$ cat src/rtl/pong_pkg.sv
// pong_pkg
// Shared types and constants for the LED ping-pong game-play core.
//   state_e : ball controller FSM states
//   side_e  : which player lost the last point
//   SCORE_W : width of each score counter
package pong_pkg;

  localparam int SCORE_W = 4;

  typedef enum logic [2:0] {
    ST_SERVE_L   = 3'd0,
    ST_SERVE_R   = 3'd1,
    ST_MOVE_R    = 3'd2,
    ST_MOVE_L    = 3'd3,
    ST_POINT     = 3'd4,
    ST_GAME_OVER = 3'd5
  } state_e;

  typedef enum logic {
    SIDE_L = 1'b0,
    SIDE_R = 1'b1
  } side_e;

endpackage

$ cat src/rtl/btn_edge.sv
// btn_edge
// One-bit rising-edge detector. The input is registered once and a press is
// flagged in the cycle the input is high while its registered copy is low,
// so a held button produces exactly one press.
// Ports:
//   clk      : system clock
//   reset    : synchronous, active-high
//   btn_i    : conditioned button level
//   press_o  : single-cycle press indication (combinational from btn_i)
module btn_edge (
  input  logic clk,
  input  logic reset,
  input  logic btn_i,
  output logic press_o
);

  logic btn_q;

  always_ff @(posedge clk) begin
    if (reset) btn_q <= 1'b0;
    else       btn_q <= btn_i;
  end

  assign press_o = btn_i & ~btn_q;

endmodule

$ cat src/rtl/pong_ball_ctrl.sv
// pong_ball_ctrl
// Game-play core: moves a one-hot ball across an LED row on each game tick,
// evaluates paddle hits, keeps both scores and declares the winner.
// Ports:
//   clk        : system clock (same clock as the game-rate divider)
//   reset      : synchronous, active-high; clears all state
//   tick       : one-cycle ball-step pulse
//   btn_l      : left paddle level (synchronised, debounced)
//   btn_r      : right paddle level (synchronised, debounced)
//   led        : registered ball display, bit 0 is the left end
//   score_l    : registered left score
//   score_r    : registered right score
//   game_over  : registered, high while a winner is declared
// Build option:
//   PONG_EARLY_FAULT_EN : a paddle press before the ball reaches the end
//                         position loses the point like a miss.
//
// state        | meaning
// -------------+-----------------------------------------------
// ST_SERVE_L   | ball held at pos 0, waiting for left serve
// ST_SERVE_R   | ball held at pos N_LEDS-1, waiting for right serve
// ST_MOVE_R    | ball travelling toward the right end
// ST_MOVE_L    | ball travelling toward the left end
// ST_POINT     | point scored, all LEDs lit until next tick
// ST_GAME_OVER | winner's half lit until any press
module pong_ball_ctrl
  import pong_pkg::*;
#(
  parameter int N_LEDS    = 8,
  parameter int WIN_SCORE = 7
) (
  input  logic               clk,
  input  logic               reset,
  input  logic               tick,
  input  logic               btn_l,
  input  logic               btn_r,
  output logic [N_LEDS-1:0]  led,
  output logic [SCORE_W-1:0] score_l,
  output logic [SCORE_W-1:0] score_r,
  output logic               game_over
);

  localparam int PW = $clog2(N_LEDS);
  localparam logic [PW-1:0]      POS_MAX   = PW'(N_LEDS - 1);
  localparam logic [SCORE_W-1:0] WIN       = SCORE_W'(WIN_SCORE);
  localparam logic [N_LEDS-1:0]  LED_ONES  = '1;
  localparam logic [N_LEDS-1:0]  LED_ONE   = N_LEDS'(1);
  localparam logic [N_LEDS-1:0]  LEFT_MASK = LED_ONES >> (N_LEDS - N_LEDS / 2);

  logic press_l, press_r;
  logic early_l, early_r;

  state_e             state_q, state_d;
  side_e              loser_q, loser_d;
  logic [PW-1:0]      pos_q, pos_d;
  logic [SCORE_W-1:0] score_l_q, score_l_d;
  logic [SCORE_W-1:0] score_r_q, score_r_d;
  logic [N_LEDS-1:0]  led_q, led_d;
  logic               game_over_q, game_over_d;

  btn_edge u_edge_l (.clk(clk), .reset(reset), .btn_i(btn_l), .press_o(press_l));
  btn_edge u_edge_r (.clk(clk), .reset(reset), .btn_i(btn_r), .press_o(press_r));

`ifdef PONG_EARLY_FAULT_EN
  assign early_l = press_l;
  assign early_r = press_r;
`else
  assign early_l = 1'b0;
  assign early_r = 1'b0;
`endif

  function automatic logic [SCORE_W-1:0] sat_inc(input logic [SCORE_W-1:0] s);
    return (s < WIN) ? s + SCORE_W'(1) : s;
  endfunction

  always_comb begin
    state_d   = state_q;
    loser_d   = loser_q;
    pos_d     = pos_q;
    score_l_d = score_l_q;
    score_r_d = score_r_q;

    unique case (state_q)
      ST_SERVE_L: begin
        pos_d = '0;
        if (press_l) state_d = ST_MOVE_R;
      end
      ST_SERVE_R: begin
        pos_d = POS_MAX;
        if (press_r) state_d = ST_MOVE_L;
      end
      ST_MOVE_R: begin
        // A hit at the end position takes priority over a same-cycle tick.
        if (press_r && pos_q == POS_MAX) begin
          state_d = ST_MOVE_L;
        end else if (early_r) begin
          state_d   = ST_POINT;
          loser_d   = SIDE_R;
          score_l_d = sat_inc(score_l_q);
        end else if (tick) begin
          if (pos_q == POS_MAX) begin
            state_d   = ST_POINT;
            loser_d   = SIDE_R;
            score_l_d = sat_inc(score_l_q);
          end else begin
            pos_d = pos_q + PW'(1);
          end
        end
      end
      ST_MOVE_L: begin
        if (press_l && pos_q == '0) begin
          state_d = ST_MOVE_R;
        end else if (early_l) begin
          state_d   = ST_POINT;
          loser_d   = SIDE_L;
          score_r_d = sat_inc(score_r_q);
        end else if (tick) begin
          if (pos_q == '0) begin
            state_d   = ST_POINT;
            loser_d   = SIDE_L;
            score_r_d = sat_inc(score_r_q);
          end else begin
            pos_d = pos_q - PW'(1);
          end
        end
      end
      ST_POINT: begin
        if (tick) begin
          if (((loser_q == SIDE_R) ? score_l_q : score_r_q) == WIN) begin
            state_d = ST_GAME_OVER;
          end else if (loser_q == SIDE_L) begin
            state_d = ST_SERVE_L;
            pos_d   = '0;
          end else begin
            state_d = ST_SERVE_R;
            pos_d   = POS_MAX;
          end
        end
      end
      ST_GAME_OVER: begin
        if (press_l || press_r) begin
          state_d   = ST_SERVE_L;
          pos_d     = '0;
          score_l_d = '0;
          score_r_d = '0;
        end
      end
      default: begin
        state_d = ST_SERVE_L;
        pos_d   = '0;
      end
    endcase

    // Display is derived from the next state so it lands with the state.
    unique case (state_d)
      ST_POINT:     led_d = LED_ONES;
      ST_GAME_OVER: led_d = (loser_d == SIDE_R) ? LEFT_MASK : ~LEFT_MASK;
      default:      led_d = LED_ONE << pos_d;
    endcase
    game_over_d = (state_d == ST_GAME_OVER);
  end

  always_ff @(posedge clk) begin
    if (reset) begin
      state_q     <= ST_SERVE_L;
      loser_q     <= SIDE_L;
      pos_q       <= '0;
      score_l_q   <= '0;
      score_r_q   <= '0;
      led_q       <= LED_ONE;
      game_over_q <= 1'b0;
    end else begin
      state_q     <= state_d;
      loser_q     <= loser_d;
      pos_q       <= pos_d;
      score_l_q   <= score_l_d;
      score_r_q   <= score_r_d;
      led_q       <= led_d;
      game_over_q <= game_over_d;
    end
  end

  assign led       = led_q;
  assign score_l   = score_l_q;
  assign score_r   = score_r_q;
  assign game_over = game_over_q;

endmodule

$ cat config.mk
export PLATFORM = sky130hd
export DESIGN_NAME = pong_ball_ctrl
export DESIGN_NICKNAME = d
export VERILOG_FILES = /design/src/rtl/pong_pkg.sv /design/src/rtl/btn_edge.sv /design/src/rtl/pong_ball_ctrl.sv
export SDC_FILE = /design/constraint.sdc
export NUM_CORES = 1
export LEC_CHECK = 0
export ABC_AREA = 1
export CORE_MARGIN = 4
export CORE_UTILIZATION = 48
export DETAILED_ROUTE_END_ITERATION = 10
export PLACE_DENSITY_LB_ADDON = 0.12
export SYNTH_ARGS = -nofsm -noshare
export SYNTH_HDL_FRONTEND = slang
export SYNTH_SLANG_ARGS = --single-unit
$ cat constraint.sdc
create_clock -name clk -period 1.6 [get_ports clk]
set_input_delay 0.24 -clock clk [delete_from_list [all_inputs] [get_ports clk]]
set_output_delay 0.24 -clock clk [all_outputs]
set_load 0.01 [all_outputs]
==> reports/results.ini <==
[status]
status = finished with violations
failed_checks = negative setup slack

[route]
ant_nets = 0
drtPass1Iterations = 4
wire_per_inst_um = 14.1
viasPerCell = 5.30
drt_iter0_markers = 110
routed_wl_um = 4310
drcViolationCount = 0
num_vias = 1628

[floorplanning]
fp.dieH_um = 62.5
io_pins = 22
initial_core_util_pct = 50.8
row_count = 19
fp.dieW_um = 62.5
core_mm2 = 0.00281
dieArea_mm2 = 0.00391

[global_routing]
grt_overflow = 0
antenna_found_initial = 0
grt_pass1_vias = 1333
grt_pass1_wl_um = 5710
track_usage_pct = 17.6
grt_max_degree = 19

[power]
switching_share_pct = 25.7
leakage_nw = 1.09
p_switching_w = 0.000352
vdd_ir_drop_max_v = 0.000476
p_int_w = 0.00102
seq_power_share_pct = 48.8
pwr-share-clk_pct = 33.8
finalPower_w = 0.00137
power_density_mw_per_mm2 = 597
p_comb_share_pct = 17.3

[yosys]
ys_warn_count = 0
synth.avg_cell_area_um2 = 6.54
synth_flop_cell = dfxtp_1
ys_ff_latch = 26
synth_cell_types = 24
syn_area_mm2 = 0.00143
synth_enable_flop_cells = 0
synth_cells = 218
seq_area_frac_synth_pct = 36.5
syn-num-nets = 228
async_reset_ff_share_pct = 0

[sta]
finalMaxSlewViolations = 0
worst_pin_slew_ps = 465
hold_ws_ps = 446
grt_setup_unrepaired = true
setup_violations = 10
period_needed_ps = 1770
hold_viol_final = 0
skew_ps = 10.5
max_clock_freq_mhz = 564
layout_setup_ws_ps = -173
finalCritPeriodShare_pct = 111
maxSlewHeadroom_pct = 69.0

[critical_path]
r2r_slack_ps = -170
r2r-end = led[2]
path_class = register to register
worstRegToRegCells = 13
timing.rr.start = pos_q[1]
cp.required_ps = 1880
critPathMaxFanout = 4
endpoint_kind = register
start_kind = register
cp-startpoint = pos_q[1]
crit_path_end = led[2]
cp.arrival_ps = 2050

[placed_design]
place_inst = 296
dpl_cell_area_mm2 = 0.00188
io_buffers = 21
hpwlAfterDp_um = 2570
place_congestion = 0.867

[clock_tree]
cts_tree = built
clk_pin_slew_ps = 160
cts.sinks = 26
cts_buffers = 3
clk_path_buf_depth = 2
cts_max_level = 1
hold_buffers = 0
cts-root-buf = clkbuf_4
clk_latency_ps = 330

[cells_and_area]
area.sequential_um2 = 541
layout-drive-gt1-share_pct = 43.8
post-route-util_pct = 81.8
multiInputGateArea_mm2 = 0.00104
mostFrequentLayoutCell = nand2_1
final_area_mm2 = 0.00230
n_antenna_cell = 0
final_cells = 307
final_cell_mix = nand2_1, buf_4, inv_1
nFillCells = 167
syn_to_final_growth_pct = 61.0
fin_nets = 287

[flow_run]
cap_violations = 0

[min_path]
min_path_type = input port to register

layer usage:
layer  up-vias  track usage [%]  share of wire, %
met1       749             22.3                42
met5         -                0                 0
li1        802                -                 -
met3        23             2.88               3.5
met2        54             30.0                50
met4         0             6.06               4.1
cell usage after synthesis (2+ instances only):
library cell	n	area [um2]
nand2_2	4	25.0
nor3_1	3	15.0
inv_1	28	105
nor2_1	30	113
nand3_2	4	40.0
clkbuf_1	2	7.51
a21oi_1	21	105
ha_1	5	62.6
nor2_2	5	31.3
nand2_1	62	233
inv_2	3	11.3
nand3_1	11	55.1
o21ai_0	4	20.0
dfxtp_1	26	521
critical path, cell delays in order, from the launching register on:
cell and delay [ps]:
dfxtp_4 400, inv_4 70, buf_6 100, ha_4 140, nand2_4 60, nand2_2 90
o21ai_2 50, nand2_1 90, nand2_2 80, nor2_4 150, nand2_2 90, nor2_4 170
nand3_2 100, a21oi_2 130
registers in the layout, summed over array words and instances, names as in the netlist:
| signal | cells |
|---|---|
| game_over | 1 |
| led | 8 |
| loser_q | 1 |
| pos_q | 3 |
| score_l | 4 |
| score_r | 4 |
| state_q | 3 |
| u_edge_l.btn_q | 1 |
| u_edge_r.btn_q | 1 |
power groups by stage:
stage                     logic (W)  clock network, W  registers [W]
final                      0.000238          0.000464       0.000669
after global routing       0.000259          0.000497       0.000671
after CTS                  0.000173          0.000462       0.000668
after detailed placement   0.000158                 0       0.000681
after global placement     0.000155                 0       0.000681
after floorplan           0.0000909                 0       0.000682
final cells by class:
cell class / instances / area share [%]
multi-input combinational: 158 / 45.1
sequential: 26 / 23.5
timing repair buffer: 57 / 22.0
inverter: 31 / 5.40
tap: 31 / 1.69
clock inverter: 1 / 1.31
clock buffer: 3 / 0.981
worst min path at each step:
| stage | from | endpoint | cells past startpoint |
|---|---|---|---|
| 6_report | btn_r | u_edge_r.btn_q | 3 |
| 3_3_place_gp | score_l[2] | score_l[2] | 2 |
| 2_1_floorplan | btn_l | u_edge_l.btn_q | 2 |
| 5_1_grt | btn_l | u_edge_l.btn_q | 3 |
| 3_5_place_dp | score_l[2] | score_l[2] | 2 |
| 4_1_cts | btn_l | u_edge_l.btn_q | 3 |
cell families after synthesis:
group	synth area share (%)
flip-flops	36.5
AND/OR/NAND/NOR	37.1
adder cells (fa/ha/maj)	4.39
buffers and inverters	9.03
AO/OA/AOI/OAI	13.0
through the flow:
step	setup TNS [ps]	worst slack [ps]
global placement	-4690	-371
finish	-1120	-173
detailed placement	-5360	-407
global route	-2530	-300
CTS	-455	-88.3
floorplan	0	54.9
what timing repair did:
| action | CTS | global route |
|---|---|---|
| cloned | 0 | 0 |
| gates resized for setup | 27 | 68 |
| setup buffers | 0 | 8 |
| pin swaps | 16 | 23 |
| endpoints found under the setup margin | 14 | 25 |
(Power assumes the default switching activity.)
